==> src/rtl/flappy_pkg.sv <==
// Shared types and constants for the pipe generator.
// Holds the game-state enum and the LFSR seed/tap positions.
package flappy_pkg;

    typedef enum logic [1:0] {
        IDLE,
        RUN,
        FROZEN
    } pg_state_t;

    localparam logic [7:0] LFSR_SEED = 8'hA5;

    // Taps for x^8 + x^6 + x^5 + x^4 + 1, as bit indices of the shift register
    localparam int LFSR_TAP_A = 7;
    localparam int LFSR_TAP_B = 5;
    localparam int LFSR_TAP_C = 4;
    localparam int LFSR_TAP_D = 3;

endpackage

==> src/rtl/pipe_lfsr.sv <==
// 8-bit Fibonacci LFSR that supplies gap positions for new pipes.
// Advances only when adv is high; the seed is non-zero, so the all-zero lock-up state is never reached.
module pipe_lfsr
    import flappy_pkg::*;
(
    input  logic       clk,
    input  logic       reset,
    input  logic       adv,
    output logic [7:0] q
);

    logic [7:0] lfsr_reg;
    logic       feedback;

    assign feedback = lfsr_reg[LFSR_TAP_A] ^ lfsr_reg[LFSR_TAP_B]
                    ^ lfsr_reg[LFSR_TAP_C] ^ lfsr_reg[LFSR_TAP_D];

    always_ff @(posedge clk) begin
        if (reset) begin
            lfsr_reg <= LFSR_SEED;
        end else if (adv) begin
            lfsr_reg <= {lfsr_reg[6:0], feedback};
        end
    end

    assign q = lfsr_reg;

endmodule

==> src/rtl/pipe_generator.sv <==
// Generates and scrolls pipe columns across the LED grid and exports the bird column.
// Optional pass counter is built when PIPE_SCORE_EN is defined.
module pipe_generator
    import flappy_pkg::*;
#(
    parameter int ROWS         = 8,
    parameter int COLS         = 8,
    parameter int BIRD_COL     = 4,
    parameter int GAP_SIZE     = 3,
    parameter int PIPE_SPACING = 4,
    parameter int STEP_CYCLES  = 8
) (
    input  logic                 clk,
    input  logic                 reset,
    input  logic                 start,
    input  logic                 lose,
`ifdef PIPE_SCORE_EN
    input  logic                 pass,
    output logic [7:0]           score,
`endif
    output logic [COLS*ROWS-1:0] green_array,
    output logic [ROWS-1:0]      green_position,
    output logic                 spawn
);

    localparam int STEP_W  = $clog2(STEP_CYCLES);
    localparam int SPACE_W = $clog2(PIPE_SPACING);
    localparam int IDX_W   = $clog2(ROWS);
    localparam int GAP_MAX = ROWS - GAP_SIZE;

    pg_state_t           state_reg, state_next;
    logic [STEP_W-1:0]   step_cnt_reg;
    logic [SPACE_W-1:0]  space_cnt_reg;
    logic [7:0]          lfsr_q;
    logic                strobe;
    logic                advance;
    logic [IDX_W-1:0]    idx;
    int                  gap_row;
    logic [ROWS-1:0]     pipe_mask;
    logic [ROWS-1:0]     new_col;
    logic [COLS*ROWS-1:0] shifted;

    always_ff @(posedge clk) begin
        if (reset) begin
            state_reg <= IDLE;
        end else begin
            state_reg <= state_next;
        end
    end

    always_comb begin
        state_next = state_reg;
        case (state_reg)
            IDLE:    if (start) state_next = RUN;
            RUN:     if (lose)  state_next = FROZEN;
            FROZEN:  state_next = FROZEN;
            default: state_next = IDLE;
        endcase
    end

    assign strobe  = (state_reg == RUN) && (step_cnt_reg == STEP_W'(STEP_CYCLES - 1));
    // A coincident lose suppresses the whole step: no shift, spawn or LFSR advance
    assign advance = strobe && !lose;

    always_ff @(posedge clk) begin
        if (reset) begin
            step_cnt_reg <= '0;
        end else if (state_reg == RUN && !lose) begin
            step_cnt_reg <= strobe ? '0 : step_cnt_reg + 1'b1;
        end
    end

    pipe_lfsr u_lfsr (
        .clk   (clk),
        .reset (reset),
        .adv   (advance),
        .q     (lfsr_q)
    );

    // Out-of-range indices fold back so the gap always fits inside the column
    assign idx = lfsr_q[IDX_W-1:0];
    always_comb begin
        gap_row = int'(idx);
        if (int'(idx) > GAP_MAX) begin
            gap_row = int'(idx) - (GAP_MAX + 1);
        end
    end

    generate
        for (genvar gi = 0; gi < ROWS; gi++) begin : g_mask
            assign pipe_mask[gi] = !((gi >= gap_row) && (gi < gap_row + GAP_SIZE));
        end
    endgenerate

    assign new_col = (space_cnt_reg == '0) ? pipe_mask : '0;
    assign shifted = {new_col, green_array[COLS*ROWS-1:ROWS]};

    always_ff @(posedge clk) begin
        if (reset) begin
            green_array    <= '0;
            green_position <= '0;
            space_cnt_reg  <= '0;
            spawn          <= 1'b0;
        end else begin
            spawn <= 1'b0;
            if (advance) begin
                green_array    <= shifted;
                green_position <= shifted[BIRD_COL*ROWS +: ROWS];
                spawn          <= (space_cnt_reg == '0);
                space_cnt_reg  <= (space_cnt_reg == '0) ? SPACE_W'(PIPE_SPACING - 1)
                                                        : space_cnt_reg - 1'b1;
            end
        end
    end

`ifdef PIPE_SCORE_EN
    logic       pass_d_reg;
    logic [7:0] score_reg;

    always_ff @(posedge clk) begin
        if (reset) begin
            pass_d_reg <= 1'b0;
            score_reg  <= '0;
        end else begin
            pass_d_reg <= pass;
            if (state_reg == RUN && pass && !pass_d_reg && score_reg != 8'hFF) begin
                score_reg <= score_reg + 1'b1;
            end
        end
    end

    assign score = score_reg;
`endif

endmodule

==> config.mk <==
export PLATFORM = sky130hd
export DESIGN_NAME = pipe_generator
export DESIGN_NICKNAME = d
export VERILOG_FILES = /design/src/rtl/flappy_pkg.sv /design/src/rtl/pipe_lfsr.sv /design/src/rtl/pipe_generator.sv
export SDC_FILE = /design/constraint.sdc
export NUM_CORES = 1
export LEC_CHECK = 0
export BUFFER_PORTS_ARGS = -buffer_cell sky130_fd_sc_hd__clkbuf_2
export CORE_MARGIN = 5
export CORE_UTILIZATION = 55
export CTS_BUF_LIST = sky130_fd_sc_hd__clkbuf_4
export DETAILED_ROUTE_END_ITERATION = 8
export GPL_TIMING_DRIVEN = 0
export PLACE_DENSITY = 0.81
export SKIP_LAST_GASP = 1
export SLEW_MARGIN = 20
export SYNTH_ARGS = -nofsm -noshare
export SYNTH_HDL_FRONTEND = slang
export SYNTH_HIERARCHICAL = 1
export SYNTH_SLANG_ARGS = --single-unit
==> constraint.sdc <==
create_clock -name clk -period 6 [get_ports clk]
set_clock_uncertainty 0.1 [all_clocks]
set_input_delay 0 -clock clk [delete_from_list [all_inputs] [get_ports clk]]
set_output_delay 0 -clock clk [all_outputs]
set_load 0.01 [all_outputs]
# After elaboration in Yosys (flattened, before gate mapping)
# Cells that the tools add are included.
dict set report totals {
  reg_bits 88
  latchBits 0
  mem_bits_rw 0
  rom_bits 0
  in_bits 4
  out_inout_bits 73
  wordCells 68
  n_memories 0
}
dict set report op_classes {
  addsub 4
  n_mul 0
  div 0
  n_lt_le_gt_ge 17
  n_eq_ne 5
  shifts 0
  mux 7
  bitwise_logic 4
  reduce_logical 24
}
# cell n
set op_table {}
lappend op_table {{$ge A4 B32 Y1 const A} 4}
lappend op_table {{$lt A4 B32 Y1 const A} 4}
lappend op_table {{$ge A3 B32 Y1 const A} 2}
lappend op_table {{$lt A3 B32 Y1 const A} 2}
lappend op_table {{$add A32 B3 Y32 const B} 1}
lappend op_table {{$ge A1 B32 Y1 const A} 1}
lappend op_table {{$ge A2 B32 Y1 const A} 1}
lappend op_table {{$lt A1 B32 Y1 const A} 1}
lappend op_table {{$lt A2 B32 Y1 const A} 1}
lappend op_table {{$mux W32} 1}
lappend op_table {{$logic_and A1 B1 Y1} 11}
lappend op_table {{$logic_not A1 Y1} 9}
lappend op_table {{$mux W8} 1}
lappend op_table {{$mux W2} 3}
lappend op_table {{$pmux W2 S3} 1}
lappend op_table {{$logic_not A2 Y1} 2}
lappend op_table {{$ne A2 B2 Y1 const B} 2}
lappend op_table {{$sub A3 B3 Y4 const B} 1}
lappend op_table {{$add A3 B1 Y3 const B} 1}
lappend op_table {{$eq A3 B3 Y1 const B} 1}
lappend op_table {{$gt A3 B3 Y1 const B} 1}
lappend op_table {{$mux W3} 1}
lappend op_table {{$xor A1 B1 Y1} 3}
lappend op_table {{$eq A2 B1 Y1 const B} 1}
lappend op_table {{5 further kinds} 5}

# Logic depth before layout (Yosys ltp)
# Gate-level depths: netlist of the first run.
dict set report logic_depth {
  depth_word 7
  mapped_depth 13
  ltp_nobuf 12
}

# Modules after synthesis
# The synthesis of the first run kept the hierarchy.
# module instances cells_per_inst area_each_um2 seq_area_each_um2
set by_module_without_submodules {}
lappend by_module_without_submodules {pipe_generator 1 409 3258.1 1441.4}
lappend by_module_without_submodules {pipe_lfsr 1 29 302.8 160.2}

# Worst setup path before layout of the first run
# Ideal clock, no wire load.
dict set report synth_timing {
  path_kind {reg2reg}
  startpoint {reg u_lfsr.lfsr_reg[1] (netlist: u_lfsr/q[1])}
  endpoint {reg green_array[62]}
  arrival_time_ps 3006
  setup_slack_ps 2806
  stages_incl_launch_ff 13
  n_path_buf 1
  period_less_slack_ps 3194
  cell_sequence {dfxtp_1 > buf_2 > inv_2 > ha_1 > nand2_1 > a211oi_1 > nand2_1 > ha_1 > or3b_4 > nor4_4 > o21a_1 > a2111oi_2 > nor4_2}
}
dict set report synth_via {
  elab_chain_cells 7
  elab_cells_between_ends 9
  cone_classes {add/sub: 2; order compare: 3; mux: 2; reduce/logical: 2}
}
# item line
set synth_rtl {}
lappend synth_rtl {{start: declaration} pipe_lfsr.sv:12} ;# logic [7:0] lfsr_reg;
lappend synth_rtl {{start signal: assignment} pipe_lfsr.sv:22} ;# lfsr_reg <= {lfsr_reg[6:0], feedback};
lappend synth_rtl {{$sub A3 B3 Y4 or $gt A3 B3 Y1 (tied branches)} {pipe_generator.sv:85, pipe_generator.sv:84}}
lappend synth_rtl {{$mux W32 *} pipe_generator.sv:84} ;# if (int'(idx) > GAP_MAX) begin
lappend synth_rtl {{$add A32 B3 Y32} pipe_generator.sv:91} ;# assign pipe_mask[gi] = !((gi >= gap_row) && (gi < gap_row + GAP_SIZE));
lappend synth_rtl {{$lt A4 B32 Y1} pipe_generator.sv:91}
lappend synth_rtl {{$logic_and A1 B1 Y1 *} pipe_generator.sv:91}
lappend synth_rtl {{$logic_not A1 Y1 *} pipe_generator.sv:91}
lappend synth_rtl {{$mux W8 *} pipe_generator.sv:95} ;# assign new_col = (space_cnt_reg == '0) ? pipe_mask : '0;
lappend synth_rtl {{end signal: assignment} pipe_generator.sv:107} ;# green_array <= shifted;
lappend synth_rtl {{end: declaration} pipe_generator.sv:21} ;# output logic [COLS*ROWS-1:0] green_array,
# Mark *: on every way between the ends. The rest lies on a longest branch, timed or not.
# A chain may end at the register's enable or synchronous reset.

# Worst setup path in the final report of the first run
# Ends and elaborated chain as after synthesis.

==> impl_metrics.py, run 1 <==
metrics = {
    "status": {
        "status": "finished, final reports clean",
    },
    "cells_and_area": {
        "n_antenna_cell": 0,
        "multi_input_area_mm2": 0.00172,
        "final_cell_mix": "nand2_1 (139), dfxtp_1 (80), clkbuf_2 (76)",
        "final_common_cell": "nand2_1",
        "nFillCells": 565,
        "ff_latch_area_mm2": 0.00160,
        "layout-drive-gt1-share_pct": 23.3,
        "syn2layout_area_growth_pct": 18.3,
        "largest_reg_flops": 64,
        "nets": 545,
    },
    "hold_path": {
        "hp-start": "reset",
        "holdPathEnd": "u_lfsr/q[3]",
        "hp-class": "input pin to flop",
        "hold_depth": 3,
    },
    "grt": {
        "grt_max_degree": 16,
        "grt_util_all_layers_pct": 22.1,
        "antenna_found_initial": 0,
        "grt_pass1_vias": 3085,
        "grt_pass1_wl_mm": 15.1,
        "overflow": 0,
    },
    "logic_synthesis": {
        "synth_top_area_share_pct": 45.0,
        "syn_nets": 455,
        "synthTopCellsByArea": "dfxtp_1 (45%), nand2_1 (15%), a21oi_1 (9.3%)",
        "synthFlopType": "dfxtp_1",
        "synth-async-reset-ratio_pct": 0,
        "synth.avg_cell_area_um2": 8.13,
        "ys_warn_count": 6,
        "ys_seq_elements": 80,
        "yosysSeqAreaShare_pct": 45.0,
        "yosysUniqueCellTypes": 50,
        "synthesis.area_mm2": 0.00356,
        "synth_edf_count": 0,
        "synth_area_leader_cell": "dfxtp_1",
        "synth_cells": 438,
    },
    "cts": {
        "clock_latency_ns": 0.42,
        "cts_buffers": 9,
        "clk_pin_slew_worst_paths_ns": 0.15,
        "cts-root-buf": "clkbuf_4",
        "tritoncts": "done",
        "cts_setup_buffers": 0,
        "ctsHtreeMaxLevel": 3,
        "clock_path_buffers": 2,
        "cts_sinks": 80,
    },
    "setup_path": {
        "r2r-end": "green_array[62]",
        "reg2reg_from": "u_lfsr/q[1]",
        "cp-end-kind": "flop",
        "r2r_cells": 12,
        "worstSetupPathType": "flop to flop",
        "reg2reg_setup_slack_ns": 2.28,
        "critPathMaxFanout": 8,
        "crit_required_ns": 6.24,
        "cp-start-kind": "flop",
        "arrival_ns": 3.96,
    },
    "timing": {
        "worstMarginPinSlew_ns": 0.953,
        "fin_crit_ns": 3.72,
        "hold_ws_ns": 0.261,
        "fmax_mhz": 269,
        "finalHoldViolCount": 0,
        "slew_violations": 0,
        "tns_ns": 0,
        "setup_violations": 0,
        "rsz0062_at_grt": "no",
        "max_slew_margin_pct": 36.1,
        "fin_crit_sh_pct": 61.9,
    },
    "route": {
        "drc": 0,
        "dr.pass1.iters": 5,
        "drt_iter0_markers": 194,
        "via_count": 3344,
        "drt-total-wl_mm": 8.87,
        "via_per_inst": 5.48,
        "wire_per_inst_um": 14.5,
        "ant_nets": 0,
    },
    "die": {
        "dieArea_mm2": 0.00818,
        "die_h_um": 90.5,
        "die_x_um": 90.5,
        "rows": 29,
        "pin_count": 77,
        "core_mm2": 0.00631,
        "initial_core_util_pct": 56.4,
    },
    "place": {
        "io_buffers": 76,
        "gp_congestion": 0.842,
        "dp_hpwl_mm": 6.47,
    },
    "power": {
        "ir_drop_mv": 0.141,
        "p_per_area_mw_per_mm2": 222,
        "p_leak_nw": 1.70,
    },
    "flow_run": {
        "drv_cap": 0,
    },
}
[report_power, final]
| part | total, W | switching [W] | internal [W] |
|---|---|---|---|
| clock network | 0.000327 | 0.000196 | 0.000132 |
| registers | 0.000545 | 0.00000548 | 0.000540 |
| logic | 0.0000603 | 0.0000360 | 0.0000243 |
[per-layer routing]
metal	track usage (%)	part of all wire [%]
met1	27.0	43
met2	37.9	49
met3	6.25	7.5
met4	6.08	1.3
met5	0	0
[per-stage QoR]
stage	util [%]	cell area [um^2]	cells	power, W	setup WS (ns)
6_report	66.7	4210	610	0.000933	2.28
3_5_place_dp	64.0	4040	591	0.000616	2.31
2_1_floorplan	-	3560	438	0.000601	2.81
4_1_cts	66.7	4210	610	0.000936	2.28
3_3_place_gp	64.0	4040	591	0.000611	2.49
5_1_grt	66.7	4210	610	0.000978	2.02
[worst max-delay path by stage]
stage	from	endpoint	slack (ns)	cells after the start
6_report	u_lfsr/q[1]	green_array[62]	2.28	12
5_1_grt	u_lfsr/q[1]	green_array[62]	2.02	12
4_1_cts	u_lfsr/q[1]	green_array[62]	2.28	12
3_5_place_dp	u_lfsr/q[1]	green_array[62]	2.31	12
3_3_place_gp	u_lfsr/q[1]	green_array[62]	2.49	12
2_1_floorplan	u_lfsr/q[1]	green_array[62]	2.81	12
[cells by family after synthesis]
group,after synthesis,share of synthesized area [%]
AND/OR/NAND/NOR,181,22.2
multiplexers,12,3.76
buffers and inverters,49,6.82
XOR/XNOR,3,0.738
flip-flops,80,45.0
adder cells (fa/ha/maj),13,4.57
AO/OA/AOI/OAI,100,17.0
[cells in the mapped netlist (2+ instances only)]
cell type / instances
nand3_1: 2
dfxtp_1: 80
clkbuf_1: 15
o21ai_0: 3
a221oi_1: 6
o22ai_1: 2
nand2_1: 139
nor3_1: 2
or3_1: 3
o32ai_1: 2
ha_1: 13
a211o_1: 3
mux2i_1: 10
a21oi_1: 66
inv_1: 10
inv_2: 2
a211oi_1: 4
nand2b_1: 4
xnor2_1: 3
nor2_1: 16
a31oi_1: 2
buf_2: 11
buf_6: 2
o211ai_1: 2
buf_4: 8
a21o_1: 3
nor2b_1: 2
[what timing repair did]
item                                   4_1_cts  5_1_grt
hold buffers                                 3        0
gates resized for setup                      0        0
endpoints found under the hold margin       13        0
[critical path: stages, from the launching register on]
cell and delay, ns:
dfxtp_1 0.36, buf_2 0.18, inv_2 0.12, ha_1 0.28, nand2_1 0.15, a211oi_1 0.77
nand2_1 0.13, ha_1 0.30, or3b_4 0.38, nor4_4 0.36, o21a_1 0.22, a2111oi_2 0.06
nor4_2 0.24
[area by class of cell]
class | count | area share [%]
clock buffer | 9 | 1.60
sequential | 80 | 38.0
tap | 77 | 2.29
multi-input combinational | 309 | 40.8
inverter | 12 | 1.07
buffer | 37 | 4.69
timing repair buffer | 79 | 9.74
clock inverter | 7 | 1.81
No activity file was read; power rests on OpenSTA's default activity.
==> run 2: changes to the inputs <==
clock period = 3.6 ns   (was 6 ns; I/O delays follow)
==> impl_metrics.py, run 2 (synthesis gave the netlist of run 1 again) <==
metrics = {
    "cts": {
        "ctsHtreeMaxLevel": 3,
        "cts_buffers": 9,
        "tritoncts": "done",
        "clock_path_buffers": 2,
        "cts_sinks": 80,
        "clock_latency_ns": 0.42,
        "clk_pin_slew_worst_paths_ns": 0.15,
        "cts-root-buf": "clkbuf_4",
    },
    "route": {
        "ant_nets": 0,
        "met3_length_um": 758,
        "drc": 0,
        "via_per_inst": 5.50,
        "via_count": 3364,
        "drt_iter0_markers": 196,
        "dr_wl_met2_mm": 4.35,
        "wire_per_inst_um": 14.6,
        "drt-total-wl_mm": 8.93,
        "dr.pass1.iters": 5,
        "wl_met1_mm": 3.71,
        "topRoutingLayerUsed": "met4",
    },
    "die": {
        "dieArea_mm2": 0.00818,
        "initial_core_util_pct": 56.4,
        "rows": 29,
        "pin_count": 77,
        "die_x_um": 90.5,
        "core_mm2": 0.00631,
        "die_h_um": 90.5,
    },
    "timing": {
        "setup_violations": 0,
        "fmax_mhz": 294,
        "tns_ns": 0,
        "max_slew_margin_pct": 60.5,
        "fin_crit_ns": 3.40,
        "setup_ws_ns": 0.196,
        "finalHoldViolCount": 0,
        "fin_crit_sh_pct": 94.5,
        "slew_violations": 0,
        "rsz0062_at_grt": "no",
        "hold_ws_ns": 0.261,
        "worstMarginPinSlew_ns": 0.593,
    },
    "place": {
        "placement.cell_area_mm2": 0.00404,
        "io_buffers": 76,
        "gp_congestion": 0.842,
        "dp_hpwl_mm": 6.47,
        "place_ws_ns": -0.0859,
    },
    "setup_path": {
        "arrival_ns": 3.64,
        "cp-end-kind": "flop",
        "worstSetupPathType": "flop to flop",
        "cp-start-kind": "flop",
        "r2r_cells": 12,
        "crit_required_ns": 3.84,
        "critPathMaxFanout": 8,
    },
    "flow_run": {
        "drv_cap": 0,
    },
    "cells_and_area": {
        "final_cell_mix": "nand2_1 (139), dfxtp_1 (80), clkbuf_2 (76)",
        "layout-drive-gt1-share_pct": 24.1,
        "nets": 547,
        "largest_reg_flops": 64,
        "final_common_cell": "nand2_1",
        "ff_latch_area_mm2": 0.00160,
        "n_antenna_cell": 0,
        "multi_input_area_mm2": 0.00173,
        "syn2layout_area_growth_pct": 19.2,
        "nFillCells": 562,
        "post-route-cell-area_mm2": 0.00424,
    },
    "grt": {
        "grt_pass1_vias": 3083,
        "grt_max_degree": 16,
        "grt_pass1_wl_mm": 15.1,
        "grt_util_all_layers_pct": 22.2,
        "antenna_found_initial": 0,
        "overflow": 0,
    },
    "power": {
        "p_leak_nw": 1.71,
        "p_per_area_mw_per_mm2": 366,
        "ir_drop_mv": 0.235,
    },
    "hold_path": {
        "hp-class": "input pin to flop",
        "hold_depth": 3,
    },
    "status": {
        "status": "finished, final reports clean",
    },
}
-- run 2: final cells by class --
class	instances	share of cell area, %
clock buffers	9	1.59
well taps	77	2.27
inverters	12	1.06
flip-flops and latches	80	37.7
plain buffers	37	4.66
repair buffers	81	10.0
clock inverters	7	1.80
multi-input cells	309	40.9
-- run 2: path summary, 6_finish.rpt --
path	slack, ns	from	to
hold / removal	0.26	reset	u_lfsr/q[3]
hold reg to reg	0.37	green_array[7]	green_array[7]
setup / recovery	0.20	u_lfsr/q[1]	green_array[62]
setup reg to reg	0.20	u_lfsr/q[1]	green_array[62]
-- run 2: per-layer routing --
metal,track usage (%),vias to the layer above
li1,-,1651
met1,27.2,1570
met2,37.8,133
met3,6.25,10
met4,6.08,0
met5,0,-
-- run 2: critical path, stage by stage, from the launching register on --
cell,delay [ns]
dfxtp_1,0.36
buf_2,0.18
inv_2,0.14
ha_1,0.30
nand2_1,0.19
a211oi_4,0.37
nand2_1,0.11
ha_1,0.28
or3b_4,0.38
nor4_4,0.42
o21a_1,0.21
a2111oi_2,0.06
nor4_2,0.24
-- run 2: stage by stage --
stage	std cells	power, W	utilization [%]
2_1_floorplan	438	0.00100	-
3_3_place_gp	591	0.00102	64.0
3_5_place_dp	591	0.00103	64.0
4_1_cts	610	0.00156	66.8
5_1_grt	612	0.00163	67.2
6_report	612	0.00155	67.2
-- run 2: power by group --
part | switching (W) | leakage (nW) | internal, W
Sequential | 0.00000922 | 0.645 | 0.000900
Clock | 0.000325 | 0.0802 | 0.000219
Combinational | 0.0000597 | 0.984 | 0.0000402
Total | 0.000394 | 1.71 | 0.00116
-- run 2: repair_timing --
action	CTS	global route
endpoints found under the hold margin	13	0
buffers inserted	0	2
endpoints found under the setup margin	3	2
pin swaps	0	1
resized for setup	1	3
hold buffers	3	0
